--- src/rtl/multicycle_controller_pkg.sv ---
// Shared encodings for the multicycle MIPS controller: opcodes, funct codes,
// FSM states, ALU-op classes and ALU control codes.
package multicycle_controller_pkg;

  localparam logic [5:0] OP_LW    = 6'b100011;
  localparam logic [5:0] OP_SW    = 6'b101011;
  localparam logic [5:0] OP_RTYPE = 6'b000000;
  localparam logic [5:0] OP_BEQ   = 6'b000100;
  localparam logic [5:0] OP_ADDI  = 6'b001000;
  localparam logic [5:0] OP_J     = 6'b000010;

  localparam logic [5:0] F_ADD = 6'b100000;
  localparam logic [5:0] F_SUB = 6'b100010;
  localparam logic [5:0] F_AND = 6'b100100;
  localparam logic [5:0] F_OR  = 6'b100101;
  localparam logic [5:0] F_SLT = 6'b101010;

  typedef enum logic [3:0] {
    S_FETCH   = 4'd0,
    S_DECODE  = 4'd1,
    S_MEMADR  = 4'd2,
    S_MEMRD   = 4'd3,
    S_MEMWB   = 4'd4,
    S_MEMWR   = 4'd5,
    S_RTYPEEX = 4'd6,
    S_RTYPEWB = 4'd7,
    S_BEQEX   = 4'd8,
    S_ADDIEX  = 4'd9,
    S_ADDIWB  = 4'd10,
    S_JEX     = 4'd11
  } state_t;

  typedef enum logic [1:0] {
    ALUOP_ADD   = 2'b00,
    ALUOP_SUB   = 2'b01,
    ALUOP_FUNCT = 2'b10
  } aluop_t;

  localparam logic [2:0] ALU_AND = 3'b000;
  localparam logic [2:0] ALU_OR  = 3'b001;
  localparam logic [2:0] ALU_ADD = 3'b010;
  localparam logic [2:0] ALU_SUB = 3'b110;
  localparam logic [2:0] ALU_SLT = 3'b111;

endpackage

--- src/rtl/multicycle_aludec.sv ---
// ALU decoder: maps the FSM's aluop class and the instruction funct field
// to an ALU control code. Unknown funct values fall back to add.
module multicycle_aludec
  import multicycle_controller_pkg::*;
#(
  parameter int FUNCT_W = 6
) (
  input  aluop_t               aluop,
  input  logic [FUNCT_W-1:0]   funct,
  output logic [2:0]           alucontrol
);

  always_comb begin
    alucontrol = ALU_ADD;
    case (aluop)
      ALUOP_ADD: alucontrol = ALU_ADD;
      ALUOP_SUB: alucontrol = ALU_SUB;
      ALUOP_FUNCT: begin
        case (funct)
          F_ADD:   alucontrol = ALU_ADD;
          F_SUB:   alucontrol = ALU_SUB;
          F_AND:   alucontrol = ALU_AND;
          F_OR:    alucontrol = ALU_OR;
          F_SLT:   alucontrol = ALU_SLT;
          default: alucontrol = ALU_ADD;
        endcase
      end
      default: alucontrol = ALU_ADD;
    endcase
  end

endmodule

--- src/rtl/multicycle_controller.sv ---
// Control FSM for the multicycle MIPS datapath with memready stalls on
// instruction fetch and data accesses.
//
// state     | meaning
// ----------+-----------------------------------------------------------
// FETCH     | read instr at PC, PC += 4; waits for memready
// DECODE    | precompute branch target, dispatch on opcode
// MEMADR    | ALUOut = A + sign-extended immediate
// MEMRD     | read data memory at ALUOut; waits for memready
// MEMWB     | rt <= data register
// MEMWR     | write data memory at ALUOut; waits for memready
// RTYPEEX   | ALUOut = A op B
// RTYPEWB   | rd <= ALUOut
// BEQEX     | compare A, B; take branch target on zero
// ADDIEX    | ALUOut = A + sign-extended immediate
// ADDIWB    | rt <= ALUOut
// JEX       | PC <= jump target
module multicycle_controller
  import multicycle_controller_pkg::*;
#(
  parameter int OP_W    = 6,
  parameter int FUNCT_W = 6,
  parameter int STATE_W = 4
) (
  input  logic               clk,
  input  logic               reset,
  input  logic [OP_W-1:0]    op,
  input  logic [FUNCT_W-1:0] funct,
  input  logic               zero,
  input  logic               memready,
  output logic               iord,
  output logic               memwrite,
  output logic               irwrite,
  output logic               pcen,
  output logic               regdst,
  output logic               memtoreg,
  output logic               regwrite,
  output logic               alusrca,
  output logic [1:0]         alusrcb,
  output logic [1:0]         pcsrc,
  output logic [2:0]         alucontrol,
  output logic               illegal,
  output logic [STATE_W-1:0] state
);

  state_t state_q, state_d;
  aluop_t aluop;
  logic   pcwrite, branch;

  always_ff @(posedge clk or posedge reset) begin
    if (reset) state_q <= S_FETCH;
    else       state_q <= state_d;
  end

  always_comb begin
    state_d  = S_FETCH;
    iord     = 1'b0;
    memwrite = 1'b0;
    irwrite  = 1'b0;
    pcwrite  = 1'b0;
    branch   = 1'b0;
    regdst   = 1'b0;
    memtoreg = 1'b0;
    regwrite = 1'b0;
    alusrca  = 1'b0;
    alusrcb  = 2'b00;
    pcsrc    = 2'b00;
    aluop    = ALUOP_ADD;
    illegal  = 1'b0;
    case (state_q)
      S_FETCH: begin
        alusrcb = 2'b01;
        irwrite = memready;
        pcwrite = memready;
        state_d = memready ? S_DECODE : S_FETCH;
      end
      S_DECODE: begin
        alusrcb = 2'b11;
        case (op)
          OP_LW, OP_SW: state_d = S_MEMADR;
          OP_RTYPE:     state_d = S_RTYPEEX;
          OP_BEQ:       state_d = S_BEQEX;
          OP_ADDI:      state_d = S_ADDIEX;
          OP_J:         state_d = S_JEX;
          default: begin
            // PC already advanced in FETCH, so returning skips the bad word
            illegal = 1'b1;
            state_d = S_FETCH;
          end
        endcase
      end
      S_MEMADR: begin
        alusrca = 1'b1;
        alusrcb = 2'b10;
        state_d = (op == OP_SW) ? S_MEMWR : S_MEMRD;
      end
      S_MEMRD: begin
        iord    = 1'b1;
        state_d = memready ? S_MEMWB : S_MEMRD;
      end
      S_MEMWB: begin
        memtoreg = 1'b1;
        regwrite = 1'b1;
      end
      S_MEMWR: begin
        iord     = 1'b1;
        memwrite = 1'b1;
        state_d  = memready ? S_FETCH : S_MEMWR;
      end
      S_RTYPEEX: begin
        alusrca = 1'b1;
        aluop   = ALUOP_FUNCT;
        state_d = S_RTYPEWB;
      end
      S_RTYPEWB: begin
        regdst   = 1'b1;
        regwrite = 1'b1;
      end
      S_BEQEX: begin
        alusrca = 1'b1;
        aluop   = ALUOP_SUB;
        pcsrc   = 2'b01;
        branch  = 1'b1;
      end
      S_ADDIEX: begin
        alusrca = 1'b1;
        alusrcb = 2'b10;
        state_d = S_ADDIWB;
      end
      S_ADDIWB: regwrite = 1'b1;
      S_JEX: begin
        pcsrc   = 2'b10;
        pcwrite = 1'b1;
      end
      default: state_d = S_FETCH;
    endcase
    // Write enables must not glitch through while reset holds the FSM
    if (reset) begin
      memwrite = 1'b0;
      irwrite  = 1'b0;
      pcwrite  = 1'b0;
      branch   = 1'b0;
      regwrite = 1'b0;
      illegal  = 1'b0;
    end
  end

  assign pcen  = pcwrite | (branch & zero);
  assign state = STATE_W'(state_q);

  multicycle_aludec #(.FUNCT_W(FUNCT_W)) u_aludec (
    .aluop      (aluop),
    .funct      (funct),
    .alucontrol (alucontrol)
  );

endmodule

--- config.mk ---
export PLATFORM = sky130hd
export DESIGN_NAME = multicycle_controller
export DESIGN_NICKNAME = d
export VERILOG_FILES = /design/src/rtl/multicycle_controller_pkg.sv /design/src/rtl/multicycle_aludec.sv /design/src/rtl/multicycle_controller.sv
export SDC_FILE = /design/constraint.sdc
export NUM_CORES = 1
export LEC_CHECK = 0
export ABC_AREA = 1
export CORE_AREA = 3 3 46 48
export CTS_CLUSTER_DIAMETER = 50
export DETAILED_ROUTE_END_ITERATION = 12
export DIE_AREA = 0 0 49 51
export PLACE_DENSITY = 0.84
export SYNTH_ARGS = -nofsm -noshare
export SYNTH_HDL_FRONTEND = slang
export SYNTH_HIERARCHICAL = 1
export SYNTH_SLANG_ARGS = --single-unit
--- constraint.sdc ---
create_clock -name clk -period 3.8 [get_ports clk]
set_input_delay 0.76 -clock clk [delete_from_list [all_inputs] [get_ports clk]]
set_output_delay 0.76 -clock clk [all_outputs]
set_load 0.01 [all_outputs]
==> flow_summary.yaml <==
status:
  outcome: "finished clean"
floorplanning:
  fp.dieH_um: 51
  die_x_um: 49
  initial_utilization_pct: 42.9
  dieArea_mm2: 0.00250
  ioPinCount: 36
  rows: 15
  core-area_mm2: 0.00175
pwr:
  ir_worst_vdd_v: 0.000324
  power.density_mw_per_mm2: 367
  leakage_nw: 0.605
  p_total_w: 0.000423
clock_network:
  cts_buffer_depth: 2
  cts_tree: "done"
  clock-sinks: 4
  path_clk_slew_ns: 0.04
  cts_hold_buf: 0
  htreeDepth: 1
  root_buffer: "clkbuf_4"
  cts_buffers: 3
  cts_setup_buffers: 0
  clkLatencyLatePin_ns: 0.24
  cts_resized: 0
global_routing:
  antenna_found_initial: 0
  gr-total-overflow: 0
  first_global_vias: 952
  grt_pass1_wl_mm: 3.73
  grt_use_total_pct: 18.9
  grt_start_max_net_pins: 8
timing:
  clock.fmax_mhz: 322
  rsz0062_at_grt: "false"
  finalHoldViolCount: 0
  whs_ns: 0.770
  relSlewSlack_pct: 79.5
  tightestPinTransition_ns: 0.308
  finClkSkew_ns: 0.00424
  slew_violations: 0
  finalCriticalPeriod_ns: 3.10
  finalSetupTns_ns: 0
  setup_viol: 0
  fin_crit_sh_pct: 81.6
cells_and_area:
  final_cell_mix: "47 x nand2_1, 35 x clkdlybuf4s50_1, 30 x nor2_1, 25 x inv_1, 15 x nand3_1"
  final_area_mm2: 0.00115
  diodes: 0
  largest_register_ffs: 4
  area_growth_pct: 54.0
  drive_gt1_share_pct: 10.6
  layout.nets: 209
  fill_cells: 172
  multi_input_area_um2: 532
  regArea_um2: 100
  final_common_cell: "nand2_1"
critical_path:
  slowest_stage: "clkdlybuf4s50_1"
  cp_slowest_stage_delay_ns: 0.54
  path_class: "reg -> out"
  critical_path.cell_chain: "inv_2 > nand2_1 > nor2_1 > inv_1 > ha_1 > or2_1 > a21oi_1 > clkdlybuf4s50_1"
  crit_fanout: 6
  startpoint_type: "flip-flop"
  critPathArrivalTime_ns: 2.34
  cp.required_ns: 3.04
  end_kind: "primary output"
drt:
  drtIter0Drc: 20
  avgRoutedWirePerCell_um: 9.77
  met1_length_um: 913
  firstDrtPassIters: 4
  num_vias: 1012
  met2_length_mm: 1.02
  postRouteAntennaNets: 0
  finalWirelength_mm: 2.09
  top_layer: "met4"
  vias_per_cell: 4.73
  post-route-drc-count: 0
  dr_wl_met3_um: 121
yosys:
  syn_area_um2: 748
  ys_types: 16
  syn_avg_cell_area_um2: 4.96
  synth_top_cell_by_area: "nand2_1"
  synth_seq_cells: 4
  synth_area_leaders: "nand2_1 24%, nor2_1 15%, dfrtp_1 13%"
  syn_nets: 169
  yosys_warnings: 6
  syn_inst: 151
  seq_area_frac_synth_pct: 13.4
  synth_top_area_share_pct: 23.6
worst_hold_path:
  hp-class: "reg -> reg"
placement:
  dp_hpwl_mm: 1.75
  place_area_mm2: 0.00113
  gp_congestion: 0.876
  port_buffers: 35
run:
  max_cap_violations: 0
area by class of cell:
class                      instances  area share (%)
multi-input combinational        116            46.1
timing repair buffer              35            30.4
inverter                          31            10.1
sequential                         4            8.69
tap                               25            2.71
clock buffer                       3            1.95
layer usage:
metal  global-route usage, %  up-vias
met3                    4.37        4
met4                    7.11        0
li1                        -      532
met5                       0        -
met2                    33.0       36
met1                    22.5      440
Yosys cell counts:
cell type	instances
nor3_1	1
nor2_1	30
o21ai_0	3
inv_1	25
nand2_2	2
clkinv_1	1
nand3_1	15
or2_1	1
nor2_4	3
nand2_1	47
a21oi_1	4
ha_1	2
nor2_2	7
a31oi_1	1
inv_2	5
dfrtp_1	4
path summary, 6_finish.rpt:
check / startpoint / to / slack, ns / cells after the start
min in group asynchronous: reset / state[0] / 0.82 / 2
worst min-delay path: state[1] / state[3] / 0.77 / 3
worst max-delay path: state[1] / alucontrol[0] / 0.70 / 8
worst min register to register: state[1] / state[3] / 0.77 / 3
worst max register to register: state[0] / state[1] / 2.65 / 6
max in group asynchronous: reset / state[3] / 2.80 / 2
metrics by stage:
stage	setup WS, ns	cells	util [%]
5_1_grt	0.547	214	66.0
6_report	0.698	214	66.0
4_1_cts	0.699	214	66.0
3_3_place_gp	0.749	211	64.7
2_1_floorplan	1.46	151	-
3_5_place_dp	0.711	211	64.7
where the power goes:
| part | total [W] | internal (W) | switching (W) |
|---|---|---|---|
| combinational | 0.000286 | 0.000136 | 0.000150 |
| sequential | 0.0000826 | 0.0000548 | 0.0000278 |
| clock | 0.0000546 | 0.0000354 | 0.0000192 |
cell families after synthesis:
group           count (synthesis)  share of synthesized area [%]
flops                           4                           13.4
fa+ha+maj                       2                           3.34
buf+inv                        31                           15.6
simple gates                  106                           62.2
compound gates                  8                           5.52
critical path, delay by kind of cell, from the launching register on:
| family | cells | cell delay [ns] |
|---|---|---|
| buffers and inverters | 3 | 0.73 |
| AO/OA/AOI/OAI | 1 | 0.11 |
| flip-flops | 1 | 0.45 |
| AND/OR/NAND/NOR | 3 | 0.49 |
| adder cells (fa/ha/maj) | 1 | 0.32 |
No activity file was read; power rests on OpenSTA's default activity.
